## src/rtl/sram_axi_bridge.sv

```systemverilog
// SRAM-like instruction/data ports to a single AXI3 master.
// One transaction outstanding; data side has priority over instruction side.
module sram_axi_bridge #(
  parameter int ID_W    = 4,
  parameter int INST_ID = 0,
  parameter int DATA_ID = 1
) (
  input  logic            clk,
  input  logic            resetn,
  input  logic            inst_req,
  input  logic            inst_wr,
  input  logic [1:0]      inst_size,
  input  logic [31:0]     inst_addr,
  input  logic [31:0]     inst_wdata,
  output logic            inst_addr_ok,
  output logic            inst_data_ok,
  output logic [31:0]     inst_rdata,
  input  logic            data_req,
  input  logic            data_wr,
  input  logic [1:0]      data_size,
  input  logic [31:0]     data_addr,
  input  logic [31:0]     data_wdata,
  output logic            data_addr_ok,
  output logic            data_data_ok,
  output logic [31:0]     data_rdata,
  output logic [ID_W-1:0] arid,
  output logic [31:0]     araddr,
  output logic [3:0]      arlen,
  output logic [2:0]      arsize,
  output logic [1:0]      arburst,
  output logic [1:0]      arlock,
  output logic [3:0]      arcache,
  output logic [2:0]      arprot,
  output logic            arvalid,
  input  logic            arready,
  input  logic [ID_W-1:0] rid,
  input  logic [31:0]     rdata,
  input  logic [1:0]      rresp,
  input  logic            rlast,
  input  logic            rvalid,
  output logic            rready,
  output logic [ID_W-1:0] awid,
  output logic [31:0]     awaddr,
  output logic [3:0]      awlen,
  output logic [2:0]      awsize,
  output logic [1:0]      awburst,
  output logic [1:0]      awlock,
  output logic [3:0]      awcache,
  output logic [2:0]      awprot,
  output logic            awvalid,
  input  logic            awready,
  output logic [ID_W-1:0] wid,
  output logic [31:0]     wdata,
  output logic [3:0]      wstrb,
  output logic            wlast,
  output logic            wvalid,
  input  logic            wready,
  input  logic [ID_W-1:0] bid,
  input  logic [1:0]      bresp,
  input  logic            bvalid,
  output logic            bready
);
  typedef enum logic [2:0] {IDLE, RD_AR, RD_R, WR_AW_W, WR_B} state_t;

  localparam logic [ID_W-1:0] IID = ID_W'(INST_ID);
  localparam logic [ID_W-1:0] DID = ID_W'(DATA_ID);

  state_t      state;
  logic        owner_d;   // 1 = data side owns the transaction
  logic        aw_done;
  logic        w_done;
  logic [1:0]  size_q;
  logic [31:0] addr_q;
  logic [31:0] wdata_q;
  logic        idle;
  logic        done;

  // Responses carry no information we act on; ids/resp are ignored.
  logic unused_ok;
  assign unused_ok = ^{rid, rresp, rlast, bid, bresp};

  // Outputs are gated by resetn so nothing is asserted while reset is held.
  assign idle = resetn && (state == IDLE);
  assign done = resetn && (((state == RD_R) && rvalid) || ((state == WR_B) && bvalid));

  assign data_addr_ok = idle && data_req;
  assign inst_addr_ok = idle && inst_req && !data_req;
  assign data_data_ok = done && owner_d;
  assign inst_data_ok = done && !owner_d;
  assign inst_rdata   = rdata;
  assign data_rdata   = rdata;

  assign arid    = owner_d ? DID : IID;
  assign awid    = arid;
  assign wid     = arid;
  assign araddr  = addr_q;
  assign awaddr  = addr_q;
  assign arsize  = {1'b0, size_q};
  assign awsize  = {1'b0, size_q};
  assign wdata   = wdata_q;

  assign arvalid = resetn && (state == RD_AR);
  assign rready  = resetn && (state == RD_R);
  assign awvalid = resetn && (state == WR_AW_W) && !aw_done;
  assign wvalid  = resetn && (state == WR_AW_W) && !w_done;
  assign bready  = resetn && (state == WR_B);

  assign arlen   = 4'd0;
  assign awlen   = 4'd0;
  assign arburst = 2'b01;
  assign awburst = 2'b01;
  assign arlock  = 2'b00;
  assign awlock  = 2'b00;
  assign arcache = 4'd0;
  assign awcache = 4'd0;
  assign arprot  = 3'd0;
  assign awprot  = 3'd0;
  assign wlast   = 1'b1;

  // Byte-lane strobe from access size and low address bits; size 3 acts as word.
  always_comb begin
    wstrb = 4'b1111;
    case (size_q)
      2'd0:    wstrb = 4'b0001 << addr_q[1:0];
      2'd1:    wstrb = 4'b0011 << addr_q[1:0];
      default: wstrb = 4'b1111;
    endcase
  end

  // Transaction FSM: accept in IDLE, then run the AXI handshakes to completion.
  always_ff @(posedge clk) begin
    if (!resetn) begin
      state   <= IDLE;
      owner_d <= 1'b0;
      aw_done <= 1'b0;
      w_done  <= 1'b0;
      size_q  <= 2'd0;
      addr_q  <= 32'd0;
      wdata_q <= 32'd0;
    end else begin
      case (state)
        IDLE: begin
          aw_done <= 1'b0;
          w_done  <= 1'b0;
          if (data_req) begin
            owner_d <= 1'b1;
            size_q  <= data_size;
            addr_q  <= data_addr;
            wdata_q <= data_wdata;
            state   <= data_wr ? WR_AW_W : RD_AR;
          end else if (inst_req) begin
            owner_d <= 1'b0;
            size_q  <= inst_size;
            addr_q  <= inst_addr;
            wdata_q <= inst_wdata;
            state   <= inst_wr ? WR_AW_W : RD_AR;
          end
        end
        RD_AR: if (arready) state <= RD_R;
        RD_R:  if (rvalid) state <= IDLE;
        WR_AW_W: begin
          if (awready) aw_done <= 1'b1;
          if (wready)  w_done  <= 1'b1;
          if ((aw_done || awready) && (w_done || wready)) state <= WR_B;
        end
        WR_B:  if (bvalid) state <= IDLE;
        default: state <= IDLE;
      endcase
    end
  end
endmodule

```

## config.mk

```make
export PLATFORM = sky130hd
export DESIGN_NAME = sram_axi_bridge
export DESIGN_NICKNAME = d
export VERILOG_FILES = /design/src/rtl/sram_axi_bridge.sv
export SDC_FILE = /design/constraint.sdc
export NUM_CORES = 1
export LEC_CHECK = 0
export BUFFER_PORTS_ARGS = -buffer_cell sky130_fd_sc_hd__clkbuf_2
export CAP_MARGIN = 20
export CORE_AREA = 2 2 160 162
export CTS_BUF_LIST = sky130_fd_sc_hd__clkbuf_8 sky130_fd_sc_hd__clkbuf_16
export DETAILED_ROUTE_END_ITERATION = 10
export DIE_AREA = 0 0 162 164
export GPL_ROUTABILITY_DRIVEN = 0
export GPL_TIMING_DRIVEN = 0
export SLEW_MARGIN = 20
export SYNTH_ARGS = -nofsm -noshare
export SYNTH_HDL_FRONTEND = slang
export SYNTH_SLANG_ARGS = --single-unit
```

## constraint.sdc

```tcl
create_clock -name clk -period 2.5 [get_ports clk]
set_clock_uncertainty 0.15 [all_clocks]
set_input_delay 0.75 -clock clk [delete_from_list [all_inputs] [get_ports clk]]
set_output_delay 0.75 -clock clk [all_outputs]
set_load 0.05 [all_outputs]
```

-- After elaboration in Yosys (flattened, before gate mapping)
Cells that the tools add are included.
- bits in registers: 72
- bits in latches: 0
- RAM bits: 0
- memory bits (read-only): 0
- input port bits: 188
- output and inout port bits: 222
- logic and storage cells: 75
- memories kept: 0
- $add $sub $neg: 0
- $mul: 0
- divide/modulo/power cells: 0
- $lt $le $gt $ge: 0
- eq/ne operators: 12
- shifts and indexed selects: 2
- mux-type cells: 23
- bitwise operators: 0
- reduce and logical (&&, ||, !) cells: 31
- operators with widths (cell ; number):
    $mux W32 ; 4
    $mux W3 ; 6
    $logic_and A1 B1 Y1 ; 16
    $pmux W3 S5 ; 1
    $ne A2 B2 Y1 const B ; 5
    $mux W2 ; 4
    $pmux W4 S2 ; 1
    $eq A3 B2 Y1 const B ; 2
    $reduce_and A2 Y1 ; 3
    $mux W1 ; 5
    $reduce_and A5 Y1 ; 1
    $logic_not A1 Y1 ; 4
    $pmux W1 S2 ; 2
    $reduce_bool A2 Y1 ; 2
    $shl A1 B2 Y4 const A ; 1
    $shl A2 B2 Y4 const A ; 1
    $eq A3 B1 Y1 const B ; 1
    $eq A3 B3 Y1 const B ; 1
    $logic_not A3 Y1 ; 1
    $logic_or A1 B1 Y1 ; 3
    $ne A3 B3 Y1 const B ; 1
    $eq A2 B1 Y1 const B ; 1
    $logic_not A2 Y1 ; 1
    $ne A2 B1 Y1 const B ; 1

-- Logic depth before layout (Yosys ltp)
Gate-level depths: netlist of the first run.
- depth in word-level cells: 5
- gate-level depth with buffers: 8
- gate-level depth less buffers: 3

-- Worst setup path before layout of the first run
OpenSTA, ideal clock, no wires.
- kind: input to output
- start point: input resetn
- end point: output arvalid
- arrival time: 2432 ps
- data required time: 1600 ps
- slack: -832 ps
- cell stages on the path: 3
- buffers on the path: 1
- path through: inv_2 clkbuf_1 nor4_1
- word-level cells in the longest chain between the ends: 1
- RTL lines (element ; line ; source):
    from (decl) ; 9 ; input logic resetn,
    $logic_and A1 B1 Y1 ; 102 ; assign arvalid = resetn && (state == RD_AR);
    to (decl) ; 34 ; output logic arvalid,
No other way between the ends.

-- Worst setup path after layout of the first run
- start point: input data_req
- end point: output inst_addr_ok
- word-level cells in the longest chain between the ends: 2
- RTL lines (element ; line ; source):
    from (decl) ; 18 ; input logic data_req,
    $logic_not A1 Y1 ; 87 ; assign inst_addr_ok = idle && inst_req && !data_req;
    $logic_and A1 B1 Y1 ; 87 ;
    to (decl) ; 15 ; output logic inst_addr_ok,
No other way between the ends.

==> results.json, run 1 <==
{
  "status": "complete, no violations",
  "synthSimpleGateAreaFrac_pct": 3.826,
  "synth.avg_cell_area_sq_um": 9.171,
  "start_kind": "input pin",
  "min_period_over_period_pct": 98.20,
  "grt_max_degree": 17,
  "cts.clk_slew.worst_paths_ns": 0.06,
  "arrival_ns": 1.56,
  "viasPerCell": 3.842,
  "grt_pass1_vias": 4400,
  "yosysTopAreaCell": "dfxtp_1",
  "clock_sinks": 72,
  "slowest_stage": "and4b_4",
  "overflow": 0,
  "die_h_um": 164,
  "diodes": 0,
  "rows": 58,
  "reg2reg_depth": 5,
  "cts_tree": "done",
  "synth_top_area_share_pct": 30.82,
  "vias": 4672,
  "synth_compound_area_share_pct": 23.38,
  "ys_seq_area_share_pct": 30.82,
  "worst_ir_drop_vdd_mv": 0.3577,
  "fmax_mhz": 407.3,
  "clockBufferDepth": 2,
  "slew_viol_final": 0,
  "hold_viol_final": 0,
  "dp_slack_ns": -0.4411,
  "syn_inst": 510,
  "hold_slack_ns": 0.3681,
  "setup_tns_ns": 0,
  "core_region_area_sq_um": 24820,
  "io_buffers": 321,
  "finalNetCount": 1070,
  "crit_path_max_fanout": 16,
  "synth_seq_cells": 72,
  "clock_latency_ns": 0.33,
  "cts_max_level": 3,
  "setup_slack_ns": 0.04499,
  "synth_area_leaders": "dfxtp_1 31%, buf_4 23%, mux2i_1 14%",
  "rsz0062_at_grt": "yes",
  "drc": 0,
  "critPathTopFamily": "buffers and inverters",
  "cts_root_buf": "clkbuf_16",
  "yosysWarnings": 0,
  "synth_top_family_by_area": "buffers and inverters",
  "cp.required_ns": 1.60,
  "yosysUniqueCellTypes": 33,
  "max_stage_delay_ns": 0.32,
  "hold_path_depth": 2,
  "worst_pin_slew_ns": 0.8633,
  "antenna_found_initial": 0,
  "grt_util_all_layers_pct": 12.13,
  "seq_area_sq_um": 1445,
  "cts_hold_buf": 0,
  "drtIter0Drc": 117,
  "grt_first_pass_wirelength_um": 24520,
  "worst-path-buf-inv": 3,
  "cp_cell_sequence": "buf_8, buf_12, and4b_4, clkbuf_16",
  "hold_class": "register to register",
  "multi_input_area_sq_um": 2158,
  "crit_type": "input pin to output port",
  "synth.area.mux_share_pct": 14.34,
  "setup_violations": 0,
  "dieWidth_um": 162,
  "synth_xor_area_share_pct": 0,
  "cap_violations": 0,
  "wl_per_cell_um": 14.21,
  "routed_wl_um": 17280,
  "die-area_sq_um": 26570,
  "fill_cells": 2647,
  "drive_gt1_share_pct": 61.17,
  "leakage_nw": 3.834,
  "syn_to_final_growth_pct": 56.45,
  "syn_area_sq_um": 4677,
  "crit_cells": 4,
  "place_area_sq_um": 6905,
  "dr.pass1.iters": 4,
  "slew_headroom_pct": 42.44,
  "dp_hpwl_um": 14310,
  "fin_crit_ns": 2.455,
  "numCtsBuffers": 9,
  "io_pins": 410,
  "final_core_util_pct": 29.48,
  "ant_nets": 0,
  "finish.instance_area_sq_um": 7317,
  "initial_core_util_pct": 18.84,
  "end_kind": "output port",
  "p_per_area_nw_per_um2": 886.6,
  "synth_fa_ha_area_share_pct": 0
}
## Yosys cell counts
master / count
a211o_1: 1
a211oi_1: 38
a211oi_2: 29
a21oi_1: 72
and2_1: 2
and3_1: 1
and3b_1: 2
and4b_1: 1
buf_1: 3
buf_2: 10
buf_4: 143
buf_6: 4
clkbuf_1: 24
conb_1: 2
dfxtp_1: 72
inv_1: 3
inv_2: 1
mux2i_1: 67
nand2_1: 3
nand2b_1: 2
nand3_1: 2
nand3b_1: 3
nor2_1: 5
nor2b_1: 2
nor3_2: 1
nor3b_1: 3
nor4_1: 1
o21ai_0: 5
o21bai_1: 3
o22ai_1: 2
o2bb2ai_1: 1
o31ai_1: 1
or2_1: 1
## path summary, 6_finish.rpt
path	slack [ns]	startpoint	end
min	0.37	wdata[22]	wdata[22]
min reg2reg	0.37	wdata[22]	wdata[22]
max	0.04	data_req	inst_addr_ok
max reg2reg	0.41	state[1]	araddr[11]
## report_power, final
group / switching, W / internal, W / total, W
clock: 0.000516 / 0.000865 / 0.00138
combinational: 0.00250 / 0.00101 / 0.00351
sequential: 0.000210 / 0.00139 / 0.00160
total: 0.00323 / 0.00326 / 0.00649
## placed cells by master, fill, tap and decap left out, types with 2 or more instances in the layout
cell type and n:
clkbuf_2 313, buf_4 146, a21oi_1 71, dfxtp_1 69, mux2i_1 67, conb_1 42, a211oi_1 38, a211oi_2 29
clkbuf_1 19, buf_2 10, clkbuf_16 10, o21ai_0 5, buf_6 5, nand3b_1 3, inv_1 3, nand2_1 3
nor2_1 3, o21bai_1 3, clkbuf_8 3, clkbuf_4 3, buf_1 3, dfxtp_2 3, nand2b_1 2, nor3b_2 2
and2_1 2, o22ai_1 2, and3b_1 2, bufinv_16 2, clkinv_2 2, clkinvlp_4 2
## metal layers
layer  GRT usage [%]  vias to the layer above  wire, um
li1                -                     2368         -
met1           13.92                     2057      6880
met2           22.57                      236      8815
met3           3.030                       11      1435
met4           2.776                        0       149
met5               0                        -         0
## flip-flops by register name, summed over array words and instances, names as in the netlist
name	cells
araddr	32
aw_done	1
owner_d	1
size_q	2
state	3
w_done	1
wdata	32
## area by class of cell
type,count,share of cell area (%)
multi-input cells,290,29.50
repair buffers,323,22.86
flip-flops and latches,72,19.75
plain buffers,182,17.80
well taps,330,5.643
clock buffers,9,3.078
clock inverters,6,1.163
inverters,4,0.2052
## per-stage QoR
stage / std cells / total power (W)
after floorplan: 550 / 0.004312
after global placement: 1201 / 0.005114
after detailed placement: 1201 / 0.005143
after CTS: 1214 / 0.006576
after global routing: 1216 / 0.006825
final: 1216 / 0.006487
## worst register-to-register path, stage by stage (launching register included)
cell and delay [ns]:
dfxtp_1 0.36, nor3_2 0.32, buf_2 0.37, buf_1 0.43, a21oi_1 0.13, a211oi_1 0.24
## logic make-up after synthesis
kind of cell,after synthesis
buffers and inverters,188
other,2
AO/OA/AOI/OAI,152
AND/OR/NAND/NOR,29
multiplexers,67
flip-flops,72
## what timing repair did
action,4_1_cts,5_1_grt
buffers inserted,0,2
endpoints found under the setup margin,9,16
resized for setup,22,14
cloned,0,0
Note: power is estimated with default switching activity, not from simulation.
==> run 2: changes to the inputs <==
--- a/config.mk
+++ b/config.mk
@@ -5,12 +5,13 @@
 export SDC_FILE = /design/constraint.sdc
 export NUM_CORES = 1
 export LEC_CHECK = 0
+export ABC_AREA = 1
 export BUFFER_PORTS_ARGS = -buffer_cell sky130_fd_sc_hd__clkbuf_2
 export CAP_MARGIN = 20
-export CORE_AREA = 2 2 160 162
+export CORE_AREA = 2 2 161 163
 export CTS_BUF_LIST = sky130_fd_sc_hd__clkbuf_8 sky130_fd_sc_hd__clkbuf_16
 export DETAILED_ROUTE_END_ITERATION = 10
-export DIE_AREA = 0 0 162 164
+export DIE_AREA = 0 0 163 165
 export GPL_ROUTABILITY_DRIVEN = 0
 export GPL_TIMING_DRIVEN = 0
 export SLEW_MARGIN = 20
==> run 2 against run 1 <==
Net effect: synthesized cell count up 42%; non-clock buffer count down 5; synthesized area up 1.8%; final cell count up 17%; critical path type unchanged; largest cell class unchanged; largest power group unchanged; highest routed layer unchanged.
==> results.json, run 2 <==
{
  "dp_hpwl_um": 15160,
  "clock_sinks": 72,
  "cts_tree": "done",
  "cap_violations": 0,
  "overflow": 0,
  "ys_seq_area_share_pct": 30.28,
  "crit_path_max_fanout": 10,
  "reg2reg_depth": 7,
  "dpl.cell_count": 1413,
  "setup_violations": 0,
  "diodes": 0,
  "fin_crit_ns": 2.450,
  "crit_type": "input pin to output port",
  "grt_first_pass_wirelength_um": 25910,
  "min_period_over_period_pct": 97.99,
  "die_h_um": 165,
  "cts_root_buf": "clkbuf_16",
  "seq_area_sq_um": 1449,
  "grt_util_all_layers_pct": 12.83,
  "dieWidth_um": 163,
  "hold_class": "register to register",
  "drive_gt1_share_pct": 48.09,
  "synth_area_leaders": "dfxtp_1 30%, buf_4 24%, nand2_1 17%",
  "cp_cell_sequence": "buf_4, inv_8, buf_8, nand2_1, nor2_4, clkbuf_8",
  "fmax_mhz": 408.2,
  "finish.instance_area_sq_um": 7366,
  "instances_no_fill": 1428,
  "grt_pass1_vias": 4803,
  "clock_latency_ns": 0.34,
  "end_kind": "output port",
  "slew_viol_final": 0,
  "clockBufferDepth": 2,
  "hold_slack_ns": 0.2936,
  "setup.worst_path.end": "inst_addr_ok",
  "fill_cells": 2822,
  "synth_seq_cells": 72,
  "status": "complete, no violations",
  "yosysTopAreaCell": "dfxtp_1",
  "final_cell_mix": "314 x clkbuf_2, 219 x nand2_1, 152 x buf_4",
  "yosysWarnings": 0,
  "die-area_sq_um": 26900,
  "drtIter0Drc": 219,
  "drc": 0,
  "ant_nets": 0,
  "cts.clk_slew.worst_paths_ns": 0.05,
  "multi_input_area_sq_um": 1936,
  "final_common_cell": "clkbuf_2",
  "leakage_nw": 4.227,
  "worst_pin_slew_ns": 0.6503,
  "synth-edff-count": 0,
  "arrival_ns": 1.55,
  "slowest_stage": "clkbuf_8",
  "cp.required_ns": 1.60,
  "hold_viol_final": 0,
  "antenna_found_initial": 0,
  "worst_ir_drop_vdd_mv": 0.6158,
  "rsz0062_at_grt": "no",
  "grt_max_degree": 12,
  "cts_max_level": 3,
  "start_kind": "input pin",
  "routed_wl_um": 18150,
  "syn_area_sq_um": 4760,
  "r2r-start": "state[2]",
  "p_per_area_nw_per_um2": 1275,
  "crit_path_start": "data_req",
  "io_pins": 410,
  "max_stage_delay_ns": 0.18,
  "slew_headroom_pct": 56.64,
  "synthArstFlopShare_pct": 0,
  "place_area_sq_um": 6995,
  "yosys-top-cells-count": "219 x nand2_1, 150 x buf_4, 77 x inv_1, 72 x dfxtp_1, 66 x o21ai_0",
  "rows": 58,
  "dr.pass1.iters": 5,
  "yosysMostFrequentCell": "nand2_1",
  "syn_to_final_growth_pct": 54.76,
  "synth_top_area_share_pct": 30.28,
  "synth.avg_cell_area_sq_um": 6.583,
  "cts_hold_buf": 0,
  "core_region_area_sq_um": 25040,
  "rr_endpoint": "wdata[22]",
  "viasPerCell": 3.714,
  "wl_per_cell_um": 12.71,
  "ys.flop_type": "dfxtp_1",
  "initial_core_util_pct": 19.01,
  "vias": 5303,
  "yosysUniqueCellTypes": 27,
  "ff2ff_setup_slack_ns": 0.87,
  "io_buffers": 320,
  "syn_inst": 723,
  "numCtsBuffers": 9,
  "finalNetCount": 1282
}
==> run 2: cell types whose count changed after synthesis, moves of 13 or more <==
cell / change
nor2_1: +13
inv_1: +74
mux2i_1: -67
a211oi_2: -29
a211oi_1: -38
nand2_1: +216
o21ai_0: +61
clkbuf_1: -14
==> run 2: logic make-up after synthesis <==
| kind of cell | share of synthesized area [%] |
|---|---|
| flops | 30.28 |
| simple gates | 20.45 |
| buf+inv | 33.25 |
| other cells | 0.1578 |
| compound gates | 15.85 |
==> run 2: power breakdown <==
part | switching (W) | internal, W
combinational | 0.00444 | 0.00151
sequential | 0.000384 | 0.00163
clock | 0.000507 | 0.000918
total | 0.00533 | 0.00406
==> run 2: worst min-delay path by stage <==
| stage | startpoint | end | slack [ns] | cells after the start |
|---|---|---|---|---|
| 6_report | wdata[3] | wdata[3] | 0.29 | 2 |
| 5_1_grt | wdata[25] | wdata[25] | 0.31 | 2 |
| 4_1_cts | wdata[3] | wdata[3] | 0.30 | 2 |
| 3_5_place_dp | wdata[7] | wdata[7] | 0.29 | 2 |
| 3_3_place_gp | wdata[0] | wdata[0] | 0.28 | 2 |
| 2_1_floorplan | aw_done | aw_done | 0.32 | 2 |
==> run 2: cell type report <==
type	instances	area share [%]
Multi-Input combinational cell	431	26.28
Timing Repair Buffer	320	22.08
Sequential cell	72	19.67
Buffer	180	17.75
Tap cell	330	5.606
Inverter	80	4.247
Clock buffer	11	3.431
Clock inverter	4	0.9343
==> run 2: routing by layer <==
| metal | part of all wire [%] | global-route usage [%] |
|---|---|---|
| met5 | 0 | 0 |
| met4 | 1.0 | 3.620 |
| met3 | 6.5 | 2.235 |
| met2 | 51 | 23.77 |
| met1 | 41 | 15.13 |
==> run 2: what timing repair did <==
item                       CTS  global route
gates resized for setup     13            10
buffers inserted             0             0
setup endpoints to repair    6             5
pin swaps                    1             1
==> run 2: stage by stage <==
step                worst slack (ns)  TNS (ns)  util, %  power (W)
detailed placement           -0.3773   -0.5580    27.94   0.008044
CTS                         0.002259         0    29.38   0.009522
finish                       0.05015         0    29.42   0.009388
floorplan                   -0.07307   -0.1234        -   0.006612
global route                0.001655         0    29.42   0.009943
global placement             -0.3690   -0.5343    27.94   0.007996
==> run 2: critical path: cells and delay by family <==
family / cells / cell delay, ns
buf+inv: 4 / 0.60
simple gates: 2 / 0.20
==> run 3: changes to the inputs <==
--- a/config.mk
+++ b/config.mk
@@ -13,7 +13,6 @@
 export DETAILED_ROUTE_END_ITERATION = 10
 export DIE_AREA = 0 0 163 165
 export GPL_ROUTABILITY_DRIVEN = 0
-export GPL_TIMING_DRIVEN = 0
 export SLEW_MARGIN = 20
 export SYNTH_ARGS = -nofsm -noshare
 export SYNTH_HDL_FRONTEND = slang
==> run 3 against run 2 <==
Net effect: sequential power fell by 2%; power fell by 8.9%; first-iteration DRC count decreased by 19%; combinational power fell by 14%; critical path type unchanged; critical endpoint is now data_data_ok; largest cell class is now multi-input gates; largest power group unchanged.
==> results.json, run 3 (synthesis gave the netlist of run 2 again) <==
{
  "crit_type": "input pin to output port",
  "start_kind": "input pin",
  "routed_wl_um": 14960,
  "clock_latency_ns": 0.34,
  "clockBufferDepth": 2,
  "dieWidth_um": 163,
  "dpl.cell_count": 1183,
  "setup_tns_ns": 0,
  "critPathTopFamily": "buffers and inverters",
  "initial_core_util_pct": 19.01,
  "p_int_w": 0.003629,
  "hold_viol_final": 0,
  "drc": 0,
  "die-area_sq_um": 26900,
  "fill_cells": 2859,
  "max_stage_delay_ns": 0.30,
  "crit_path_max_fanout": 5,
  "grt_busiest_layer": "met2",
  "core_region_area_sq_um": 25040,
  "fin_crit_ns": 2.450,
  "grt_pass1_vias": 3919,
  "use_met2_pct": 19.20,
  "setup_slack_ns": 0.05015,
  "pwr-share-clk_pct": 17.1,
  "overflow": 0,
  "setup_violations": 0,
  "clock_sinks": 72,
  "ant_nets": 0,
  "io_buffers": 258,
  "rows": 58,
  "dr.pass1.iters": 4,
  "grt_max_degree": 72,
  "combPwrFrac_pct": 59.8,
  "drive_gt1_share_pct": 35.56,
  "die_h_um": 165,
  "slew_viol_final": 0,
  "worst_ir_drop_vdd_mv": 0.7778,
  "cts.clk_slew.worst_paths_ns": 0.06,
  "fmax_mhz": 408.2,
  "met3_usage_pct": 3.591,
  "io_pins": 410,
  "syn_to_final_growth_pct": 23.74,
  "dp_slack_ns": -0.1088,
  "cts_tree": "done",
  "slowest_stage": "a22oi_2",
  "grtUsageMet1_pct": 10.75,
  "cts_root_buf": "clkbuf_16",
  "final_core_util_pct": 23.52,
  "diodes": 0,
  "final_common_cell": "clkbuf_2",
  "wl_per_cell_um": 12.48,
  "cp_cell_sequence": "buf_4, inv_6, nor2_4, a22oi_2, nor2_4, buf_4",
  "min_period_over_period_pct": 97.99,
  "status": "complete, no violations",
  "p_switching_w": 0.004926,
  "end_kind": "output port",
  "leakage_nw": 3.185,
  "p_per_area_nw_per_um2": 1453,
  "cap_violations": 0,
  "vias": 4469,
  "hold_class": "register to register",
  "final_cell_mix": "251 x clkbuf_2, 219 x nand2_1, 76 x inv_1",
  "cts_max_level": 3,
  "numCtsBuffers": 9,
  "grt_util_all_layers_pct": 10.51,
  "dp_hpwl_um": 11700,
  "seqPwrFrac_pct": 23.1,
  "drtIter0Drc": 178,
  "switching_share_pct": 57.58,
  "antenna_found_initial": 0,
  "arrival_ns": 1.55,
  "total_power_w": 0.008556,
  "instances_no_fill": 1199,
  "finalNetCount": 1052,
  "grt_first_pass_wirelength_um": 21290,
  "worst-path-buf-inv": 3,
  "cp.required_ns": 1.60,
  "cts_post_setup_buffers_inserted": 0,
  "viasPerCell": 3.727
}
-- run 3: cell count changes in the layout (fill, tap and decap cells not counted), moves of 3 or more --
cell / change
clkbuf_2: -63
buf_4: -141
buf_2: -14
buf_12: +3
buf_6: -3
clkbuf_1: -10
-- run 3: timing repair --
action,CTS,global route
setup endpoints to repair,4,6
gates cloned,0,0
pin swaps,1,1
gates resized for setup,4,11
hold buffers,0,0
-- run 3: per-layer routing --
metal	share of wire [%]	vias to the layer above	routed length, um
met1	36	1893	5420
li1	-	2321	-
met3	9.7	26	1449
met4	2.8	0	425
met5	0	-	0
met2	51	229	7666
-- run 3: metrics by stage --
stage	hold WS [ns]	instance area (sq um)
global placement	0.2818	5530
global route	0.3146	5889
floorplan	0.3241	4981
detailed placement	0.2864	5530
CTS	0.2961	5876
finish	0.2928	5889
-- run 3: layout make-up --
cell class / instances / area [sq um] / area share, %
inverters: 80 / 305.3 / 5.184
clock buffers: 11 / 252.7 / 4.291
repair buffers: 270 / 1458 / 24.75
flip-flops and latches: 72 / 1444 / 24.52
multi-input cells: 431 / 1938 / 32.91
clock inverters: 5 / 78.83 / 1.338
well taps: 330 / 412.9 / 7.011
-- run 3: worst reg2reg max path: cells and delay by family, from the launching register on --
family | cells | cell delay [ns]
compound gates | 3 | 0.44
buf+inv | 2 | 0.37
flops | 1 | 0.34
simple gates | 1 | 0.16
-- run 3: power groups by stage --
stage          Clock (W)  Combinational (W)  Sequential (W)
2_1_floorplan          0            0.00314         0.00347
6_report         0.00146            0.00511         0.00198
3_3_place_gp           0            0.00514         0.00199
3_5_place_dp           0            0.00517         0.00201
5_1_grt          0.00158            0.00546         0.00206
4_1_cts          0.00154            0.00517         0.00199
-- run 3: final timing paths --
kind,startpoint,to,slack (ns),depth (start not counted)
setup / recovery,resetn,data_data_ok,0.05,6
setup reg to reg,state[0],araddr[21],0.92,6
hold / removal,wdata[21],wdata[21],0.29,2
hold reg to reg,wdata[21],wdata[21],0.29,2
